<file path="config.mk">
export PLATFORM = sky130hd
export DESIGN_NAME = ws2812_rx_flat
export DESIGN_NICKNAME = d
export VERILOG_FILES = /design/src/rtl/ws2812_rx_if.sv /design/src/rtl/ws2812_rx.sv /design/src/flat_wrapper.sv
export SDC_FILE = /design/constraint.sdc
export NUM_CORES = 1
export LEC_CHECK = 0
export BUFFER_PORTS_ARGS = -buffer_cell sky130_fd_sc_hd__buf_2
export CAP_MARGIN = 20
export CORE_UTILIZATION = 59
export DETAILED_ROUTE_END_ITERATION = 8
export PLACE_DENSITY = 0.8
export SYNTH_ARGS = -nofsm -noshare
export SYNTH_HDL_FRONTEND = slang
export SYNTH_SLANG_ARGS = --single-unit
</file>
<file path="constraint.sdc">
create_clock -name clk -period 4.3 [get_ports clk]
set_input_delay 0.645 -clock clk [delete_from_list [all_inputs] [get_ports clk]]
set_output_delay 0.645 -clock clk [all_outputs]
set_load 0.01 [all_outputs]
</file>
<file path="src/rtl/ws2812_rx_if.sv">
// rtl/ws2812_rx_if.sv - serial line input and decoded-word outputs of the WS2812 receiver
interface ws2812_rx_if #(
    parameter int PIX_W = 8
);
    logic             din;
    logic [23:0]      grb;
    logic             valid;
    logic             frame_end;
    logic [PIX_W-1:0] frame_pixels;
    logic             err;

    modport master (
        output din,
        input  grb, valid, frame_end, frame_pixels, err
    );

    modport slave (
        input  din,
        output grb, valid, frame_end, frame_pixels, err
    );
endinterface

</file>
<file path="src/rtl/ws2812_rx.sv">
// rtl/ws2812_rx.sv - WS2812 single-wire decoder: pulse-width bit recovery, GRB words, frame gap detect
module ws2812_rx #(
    parameter int THRESH    = 65,
    parameter int MIN_HIGH  = 10,
    parameter int MAX_HIGH  = 200,
    parameter int RESET_GAP = 5000,
    parameter int PIX_W     = 8
) (
    input  logic         clk,
    input  logic         rst,
    ws2812_rx_if.slave   bus
);
    localparam int LCNT_W = $clog2(RESET_GAP + 1);

    typedef enum logic [1:0] {
        WAIT_GAP = 2'd0,
        IDLE     = 2'd1,
        HIGH     = 2'd2,
        LOW      = 2'd3
    } state_t;

    state_t             state_q, state_d;
    logic               sync1_q, sync1_d;
    logic               sync2_q, sync2_d;
    logic               sync3_q, sync3_d;
    logic [7:0]         hcnt_q, hcnt_d;
    logic [LCNT_W-1:0]  lcnt_q, lcnt_d;
    logic [22:0]        sreg_q, sreg_d;
    logic [4:0]         bit_cnt_q, bit_cnt_d;
    logic [PIX_W-1:0]   pix_cnt_q, pix_cnt_d;
    logic [23:0]        grb_q, grb_d;
    logic               valid_q, valid_d;
    logic               frame_end_q, frame_end_d;
    logic [PIX_W-1:0]   frame_pixels_q, frame_pixels_d;
    logic               err_q, err_d;

    logic               rise;
    logic               fall;
    logic               gap_hit;
    logic               bit_val;

    // Next-state logic: synchroniser, width counters, decode FSM and output pulses
    always_comb begin
        sync1_d = bus.din;
        sync2_d = sync1_q;
        sync3_d = sync2_q;
        rise    = sync2_q & ~sync3_q;
        fall    = ~sync2_q & sync3_q;

        // Width counters run free on the synchronised level; the FSM only samples them.
        hcnt_d = '0;
        if (sync2_q) begin
            hcnt_d = (hcnt_q == 8'hFF) ? hcnt_q : hcnt_q + 8'd1;
        end
        lcnt_d = '0;
        if (!sync2_q) begin
            lcnt_d = (lcnt_q == LCNT_W'(RESET_GAP)) ? lcnt_q : lcnt_q + 1'b1;
        end
        gap_hit = !sync2_q && (lcnt_d == LCNT_W'(RESET_GAP));
        bit_val = (hcnt_q >= 8'(THRESH));

        state_d        = state_q;
        sreg_d         = sreg_q;
        bit_cnt_d      = bit_cnt_q;
        pix_cnt_d      = pix_cnt_q;
        grb_d          = grb_q;
        valid_d        = 1'b0;
        frame_end_d    = 1'b0;
        frame_pixels_d = frame_pixels_q;
        err_d          = 1'b0;

        case (state_q)
            WAIT_GAP: begin
                if (gap_hit) begin
                    state_d = IDLE;
                end
            end
            IDLE: begin
                if (rise) begin
                    state_d = HIGH;
                end
            end
            HIGH: begin
                if (fall) begin
                    state_d = LOW;
                    if (hcnt_q < 8'(MIN_HIGH)) begin
                        err_d = 1'b1;
                    end else if (bit_cnt_q == 5'd23) begin
                        grb_d     = {sreg_q, bit_val};
                        valid_d   = 1'b1;
                        bit_cnt_d = '0;
                        pix_cnt_d = (&pix_cnt_q) ? pix_cnt_q : pix_cnt_q + 1'b1;
                    end else begin
                        sreg_d    = {sreg_q[21:0], bit_val};
                        bit_cnt_d = bit_cnt_q + 5'd1;
                    end
                end else if (hcnt_d > 8'(MAX_HIGH)) begin
                    // Stuck-high line: abandon the frame and relock on the next gap.
                    err_d     = 1'b1;
                    bit_cnt_d = '0;
                    pix_cnt_d = '0;
                    state_d   = WAIT_GAP;
                end
            end
            LOW: begin
                if (rise) begin
                    state_d = HIGH;
                end else if (gap_hit) begin
                    frame_end_d    = 1'b1;
                    frame_pixels_d = pix_cnt_q;
                    err_d          = (bit_cnt_q != 5'd0);
                    bit_cnt_d      = '0;
                    pix_cnt_d      = '0;
                    state_d        = IDLE;
                end
            end
            default: begin
                state_d = WAIT_GAP;
            end
        endcase
    end

    // State and registered outputs
    always_ff @(posedge clk or posedge rst) begin
        if (rst) begin
            state_q        <= WAIT_GAP;
            sync1_q        <= 1'b0;
            sync2_q        <= 1'b0;
            sync3_q        <= 1'b0;
            hcnt_q         <= '0;
            lcnt_q         <= '0;
            sreg_q         <= '0;
            bit_cnt_q      <= '0;
            pix_cnt_q      <= '0;
            grb_q          <= '0;
            valid_q        <= 1'b0;
            frame_end_q    <= 1'b0;
            frame_pixels_q <= '0;
            err_q          <= 1'b0;
        end else begin
            state_q        <= state_d;
            sync1_q        <= sync1_d;
            sync2_q        <= sync2_d;
            sync3_q        <= sync3_d;
            hcnt_q         <= hcnt_d;
            lcnt_q         <= lcnt_d;
            sreg_q         <= sreg_d;
            bit_cnt_q      <= bit_cnt_d;
            pix_cnt_q      <= pix_cnt_d;
            grb_q          <= grb_d;
            valid_q        <= valid_d;
            frame_end_q    <= frame_end_d;
            frame_pixels_q <= frame_pixels_d;
            err_q          <= err_d;
        end
    end

    assign bus.grb          = grb_q;
    assign bus.valid        = valid_q;
    assign bus.frame_end    = frame_end_q;
    assign bus.frame_pixels = frame_pixels_q;
    assign bus.err          = err_q;
endmodule

</file>
<file path="src/flat_wrapper.sv">
// flat-port wrapper written by rule: the top's interface ports become plain ports
module ws2812_rx_flat 
#(
    parameter int THRESH    = 65,
    parameter int MIN_HIGH  = 10,
    parameter int MAX_HIGH  = 200,
    parameter int RESET_GAP = 5000,
    parameter int PIX_W     = 8
)
  (clk, rst, bus_din, bus_grb, bus_valid, bus_frame_end, bus_frame_pixels, bus_err);
  ws2812_rx_if #(.PIX_W(PIX_W)) bus_i ();
  input  logic clk;
  input  logic rst;
  input wire logic [$bits(bus_i.din)-1:0] bus_din;
  output wire logic [$bits(bus_i.grb)-1:0] bus_grb;
  output wire logic [$bits(bus_i.valid)-1:0] bus_valid;
  output wire logic [$bits(bus_i.frame_end)-1:0] bus_frame_end;
  output wire logic [$bits(bus_i.frame_pixels)-1:0] bus_frame_pixels;
  output wire logic [$bits(bus_i.err)-1:0] bus_err;
  assign bus_i.din = bus_din;
  assign bus_grb = bus_i.grb;
  assign bus_valid = bus_i.valid;
  assign bus_frame_end = bus_i.frame_end;
  assign bus_frame_pixels = bus_i.frame_pixels;
  assign bus_err = bus_i.err;
  ws2812_rx #(.THRESH(THRESH), .MIN_HIGH(MIN_HIGH), .MAX_HIGH(MAX_HIGH), .RESET_GAP(RESET_GAP), .PIX_W(PIX_W)) u_core (.clk(clk), .rst(rst), .bus(bus_i));
endmodule
</file>
Word-level counts from Yosys, hierarchy flattened
Index checks and enable logic that the tools add are counted.
- register bits: 97
- input port bits: 3
- output and inout port bits: 35
- word-level logic and storage cells: 92
- add/sub/neg operators: 4
- order comparisons: 3
- eq/ne operators: 14
- muxes and demuxes: 38
- bitwise gates (word level): 7
- reductions and logical operators: 12
- operators by type and width (kind ; number):
    2-to-1 mux 8 bit ; 9
    2-to-1 mux 5 bit ; 6
    == test 13 bit, second input constant ; 2
    2-to-1 mux 13 bit ; 2
    adder 8 x 1 -> 8 bit, second input constant ; 2
    case mux 8 bit (2 select lines) ; 1
    adder 13 x 1 -> 13 bit, second input constant ; 1
    2-to-1 mux 1 bit ; 12
    2-to-1 mux 2 bit ; 5
    case mux 5 bit (2 select lines) ; 1
    != test 3 bit, second input constant ; 3
    == test 8 bit, second input constant ; 1
    greater-or-equal comparator 8 x 7 -> 1 bit, second input constant ; 1
    > comparator 8 bit, second input constant ; 1
    less-than comparator 8 x 4 -> 1 bit, second input constant ; 1
    case mux 2 bit (4 select lines) ; 1
    AND reduction 4 bit ; 2
    AND reduction 8 bit ; 1
    AND reduction 7 bit ; 1
    adder 5 x 1 -> 5 bit, second input constant ; 1
    == test 5 bit, second input constant ; 1
    NOT 1 bit ; 5
    AND reduction 5 bit ; 1
    nonzero test 5 bit ; 1
    13 further kinds ; 16

Logic depth before layout (Yosys ltp)
- depth in word-level cells: 8
- gate-level depth with buffers: 11
- mapped depth without buffers: 9

Worst setup path after synthesis
No wires, ideal clock.
- kind: register -> register
- start point: reg u_core.lcnt_q[0]
- end point: reg u_core.frame_pixels_q[0] (netlist: u_core.bus.frame_pixels[0])
- arrival: 2685 ps
- slack: 1490 ps
- stages on the path, launching flop included: 12
- buffers on the path: 2
- cells stage by stage: dfrtp_1 -> inv_1 -> ha_1 -> or3b_1 -> or4_1 -> buf_2 -> mux2_4 -> nor2b_1 -> nand4_1 -> a211o_2 -> buf_6 -> mux2_2
- cells in the longest elaborated chain, start to end: 6
- elaborated cells on any way between the ends: 7
- RTL lines (element ; RTL line ; text):
    start: declaration ; ws2812_rx.sv:27 ; logic [LCNT_W-1:0] lcnt_q, lcnt_d;
    start signal: assignment ; ws2812_rx.sv:146 ; lcnt_q <= lcnt_d;
    adder 13 x 1 -> 13 bit or == test 13 bit (tied branches) ; ws2812_rx.sv:57 ; lcnt_d = (lcnt_q == LCNT_W'(RESET_GAP)) ? lcnt_q : lcnt_q + 1'b1;
    2-to-1 mux 13 bit * ; ws2812_rx.sv:57 ;
    2-to-1 mux 13 bit * ; ws2812_rx.sv:56 ; if (!sync2_q) begin
    == test 13 bit * ; ws2812_rx.sv:59 ; gap_hit = !sync2_q && (lcnt_d == LCNT_W'(RESET_GAP));
    logical AND 1 bit * ; ws2812_rx.sv:59 ;
    AND reduction 3 bit (no source line) * ; n/a ;
    end signal: assignment ; ws2812_rx.sv:153 ; frame_pixels_q <= frame_pixels_d;
    end: declaration ; ws2812_rx.sv:34 ; logic [PIX_W-1:0] frame_pixels_q, frame_pixels_d;
Every way passes the cells marked *; elsewhere a longest branch is shown, timed or not.
A chain may end at the register's enable or synchronous reset.

Final worst setup path
Same ends and word-level chain as after synthesis.

==> results.toml <==
[outcome]
outcome = "completed"

[drt]
viasPerCell = 5.73
drtPass1Iterations = 4
vias = 2972
wl_um = 7680
first_iter_violations = 120
wire_per_inst_um = 14.8
drtAntennaViolNets = 0
drcViolationCount = 0

[floorplan]
die_x_um = 88.4
io_pins = 38
core_area_um2 = 7250
die-area_um2 = 7820
initial_core_util_pct = 60.7
fp.dieH_um = 88.4
rows = 31

[synth]
synthArstFlopShare_pct = 100
yosys-top-cells-area = "dfrtp_1, mux2_2, ha_1"
netlist_area_um2 = 4410
synth-edff-count = 0
ys_seq_area_share_pct = 55.1
synthFlopType = "dfrtp_1"
synth_nets = 393
syn_avg_cell_area_um2 = 11.5
synth_area_leader_cell = "dfrtp_1"
yosysTopAreaCellShare_pct = 55.1
postSynthCellCount = 382
synth_cell_types = 48
yosysWarnings = 0
synth-seq-cells = 97

[power_and_ir_drop]
vdd_ir_drop_max_mv = 0.177
finalPower_uw = 1520
leakagePower_uw = 0.00235
power.density_nw_per_um2 = 314

[sta]
fmaxAchievable_ghz = 0.332
tns_ps = 0
holdWs_ps = 356
worstMarginPinSlew_ps = 1040
rsz0062_at_grt = "no"
relSlewSlack_pct = 30.2
setup_viol = 0
finalCriticalPeriod_ps = 3010
fin_skew_ps = 8.56
slew_violations = 0
fin_crit_sh_pct = 70.0
hold_viol = 0

[setup_path]
critPathLaunchType = "flip-flop"
slowest_stage = "or4_1"
crit_family = "simple AND/OR/NAND/NOR gates"
crit_buf_inv = 1
critPathRequiredTime_ps = 4540
criticalPathCategory = "flip-flop to flip-flop"
crit_chain = "inv_1 -> ha_1 -> or3b_1 -> or4_1 -> mux2_4 -> nor2b_1 -> nand4_1 -> a211o_2 -> mux2_2"
endpoint_kind = "flip-flop"
worstPathArrival_ps = 3260
critPathMaxStageDelay_ps = 610
cp_max_fo = 10
r2r_setup_slack_ps = 1290

[final_layout]
finalNonFillerCells = 519
fillCellCount = 555
areaGrowthSynthToFinish_pct = 9.97
final_common_cell = "dfrtp_1"
mostFrequentLayoutCells = "dfrtp_1, mux2_2, buf_2"
nNetsFinal = 427
antennaDiodeCount = 0
drive_gt1_share_pct = 27.6
fin_area_um2 = 4840

[clock_network]
path_clk_slew_ps = 100
cts_inserted_buffers = 9
cts_tree = "done"
clk_latency_ps = 360
clock-sinks = 97
ctsHoldBuffers = 0
cts_resized = 0
cts_max_level = 3
cts_setup_buffers = 0
root_buffer = "clkbuf_8"
clockBufferDepth = 2

[hold_path]
hold_class = "flip-flop to flip-flop"

[global_routing]
track_usage_pct = 21.0
grt_max_degree = 66
grt_pass1_wl_um = 12500
grt_pass1_vias = 2745
antenna_found_initial = 0
overflow = 0

[placement]
placed_cells = 504
placed_cell_area_um2 = 4670
gp_congestion = 0.916
post-dp-hpwl_um = 5180
io_buffers = 37

[flow_run]
drv_cap = 0
final cells by class:
type                            instances  area, um^2  share of cell area [%]
Multi-Input combinational cell        257        1870                    38.5
Clock buffer                            9         124                    2.56
Tap cell                               99         124                    2.56
Inverter                               11        43.8                   0.904
Clock inverter                          6        51.3                    1.06
Sequential cell                        97        2430                    50.1
Timing Repair Buffer                   40         208                    4.29
report_power, final:
part           internal [uW]  total, uW  switching (uW)  leakage, uW
logic                   16.6       53.5            36.8     0.000925
clock network            215        544             329    0.0000803
registers                917        926            8.73      0.00134
routing by layer:
metal,vias to the layer above,GRT usage [%],share of wire (%)
met5,-,0,0
met2,66,34.3,48
li1,1434,-,-
met4,0,8.06,1.5
met3,8,3.64,2.8
met1,1464,28.3,48
logic make-up (layout without fill, tap and decap cells):
| logic type | Yosys count | in the layout | synth area share (%) |
|---|---|---|---|
| muxes | 56 | 56 | 14.4 |
| DFF | 97 | 97 | 55.1 |
| adders and majority gates | 8 | 8 | 2.27 |
| buffers and inverters | 28 | 66 | 2.58 |
| xor gates and xnor gates | 10 | 10 | 1.99 |
| and+or+nand+nor | 119 | 119 | 14.8 |
| AOI/OAI and AO/OA | 64 | 64 | 8.89 |
cells in the mapped netlist (all sizes together) (5+ instances only):
cell,number
inv,11
mux2,55
nor3,6
nor2,26
o21ai,18
nand3,14
ha,8
a21oi,19
nand2,21
nand2b,6
and3,5
nor2b,10
clkbuf,14
dfrtp,97
xnor2,6
nand4,5
a31oi,10
sequential cells by signal (all words and copies together), names as in the netlist:
register and count:
u_core.lcnt_q 13, u_core.bus.grb 24, u_core.pix_cnt_q 8, u_core.sreg_q 23, u_core.bus.frame_end 1, u_core.state_q 2, u_core.bit_cnt_q 5, u_core.hcnt_q 8
u_core.bus.valid 1, u_core.sync2_q 1, u_core.sync1_q 1, u_core.bus.frame_pixels 8, u_core.bus.err 1, u_core.sync3_q 1
worst register-to-register path, stage by stage, from the launching register on:
cell	delay, ps
dfrtp_1	460
inv_1	110
ha_1	130
or3b_1	330
or4_1	610
mux2_4	250
nor2b_1	110
nand4_1	140
a211o_2	450
mux2_2	310
metrics by stage:
stage / utilization, % / worst slack (ps)
3_3_place_gp: 64.4 / 1400
3_5_place_dp: 64.4 / 1290
4_1_cts: 66.8 / 1280
6_report: 66.8 / 1290
5_1_grt: 66.8 / 1120
2_1_floorplan: - / 1120
final timing paths:
path | from | endpoint | cells past startpoint
max | u_core.lcnt_q[0]$_DFF_PP0_ | u_core.bus.frame_pixels[0]$_DFFE_PP0P_ | 9
min | u_core.sync1_q$_DFF_PP0_ | u_core.sync2_q$_DFF_PP0_ | 0
max reg2reg | u_core.lcnt_q[0]$_DFF_PP0_ | u_core.bus.frame_pixels[0]$_DFFE_PP0P_ | 9
min reg2reg | u_core.sync1_q$_DFF_PP0_ | u_core.sync2_q$_DFF_PP0_ | 0
max in group asynchronous | rst | u_core.sync1_q$_DFF_PP0_ | 3
min in group asynchronous | rst | u_core.bus.grb[1]$_DFFE_PP0P_ | 2
No activity file was read; power rests on OpenSTA's default activity.
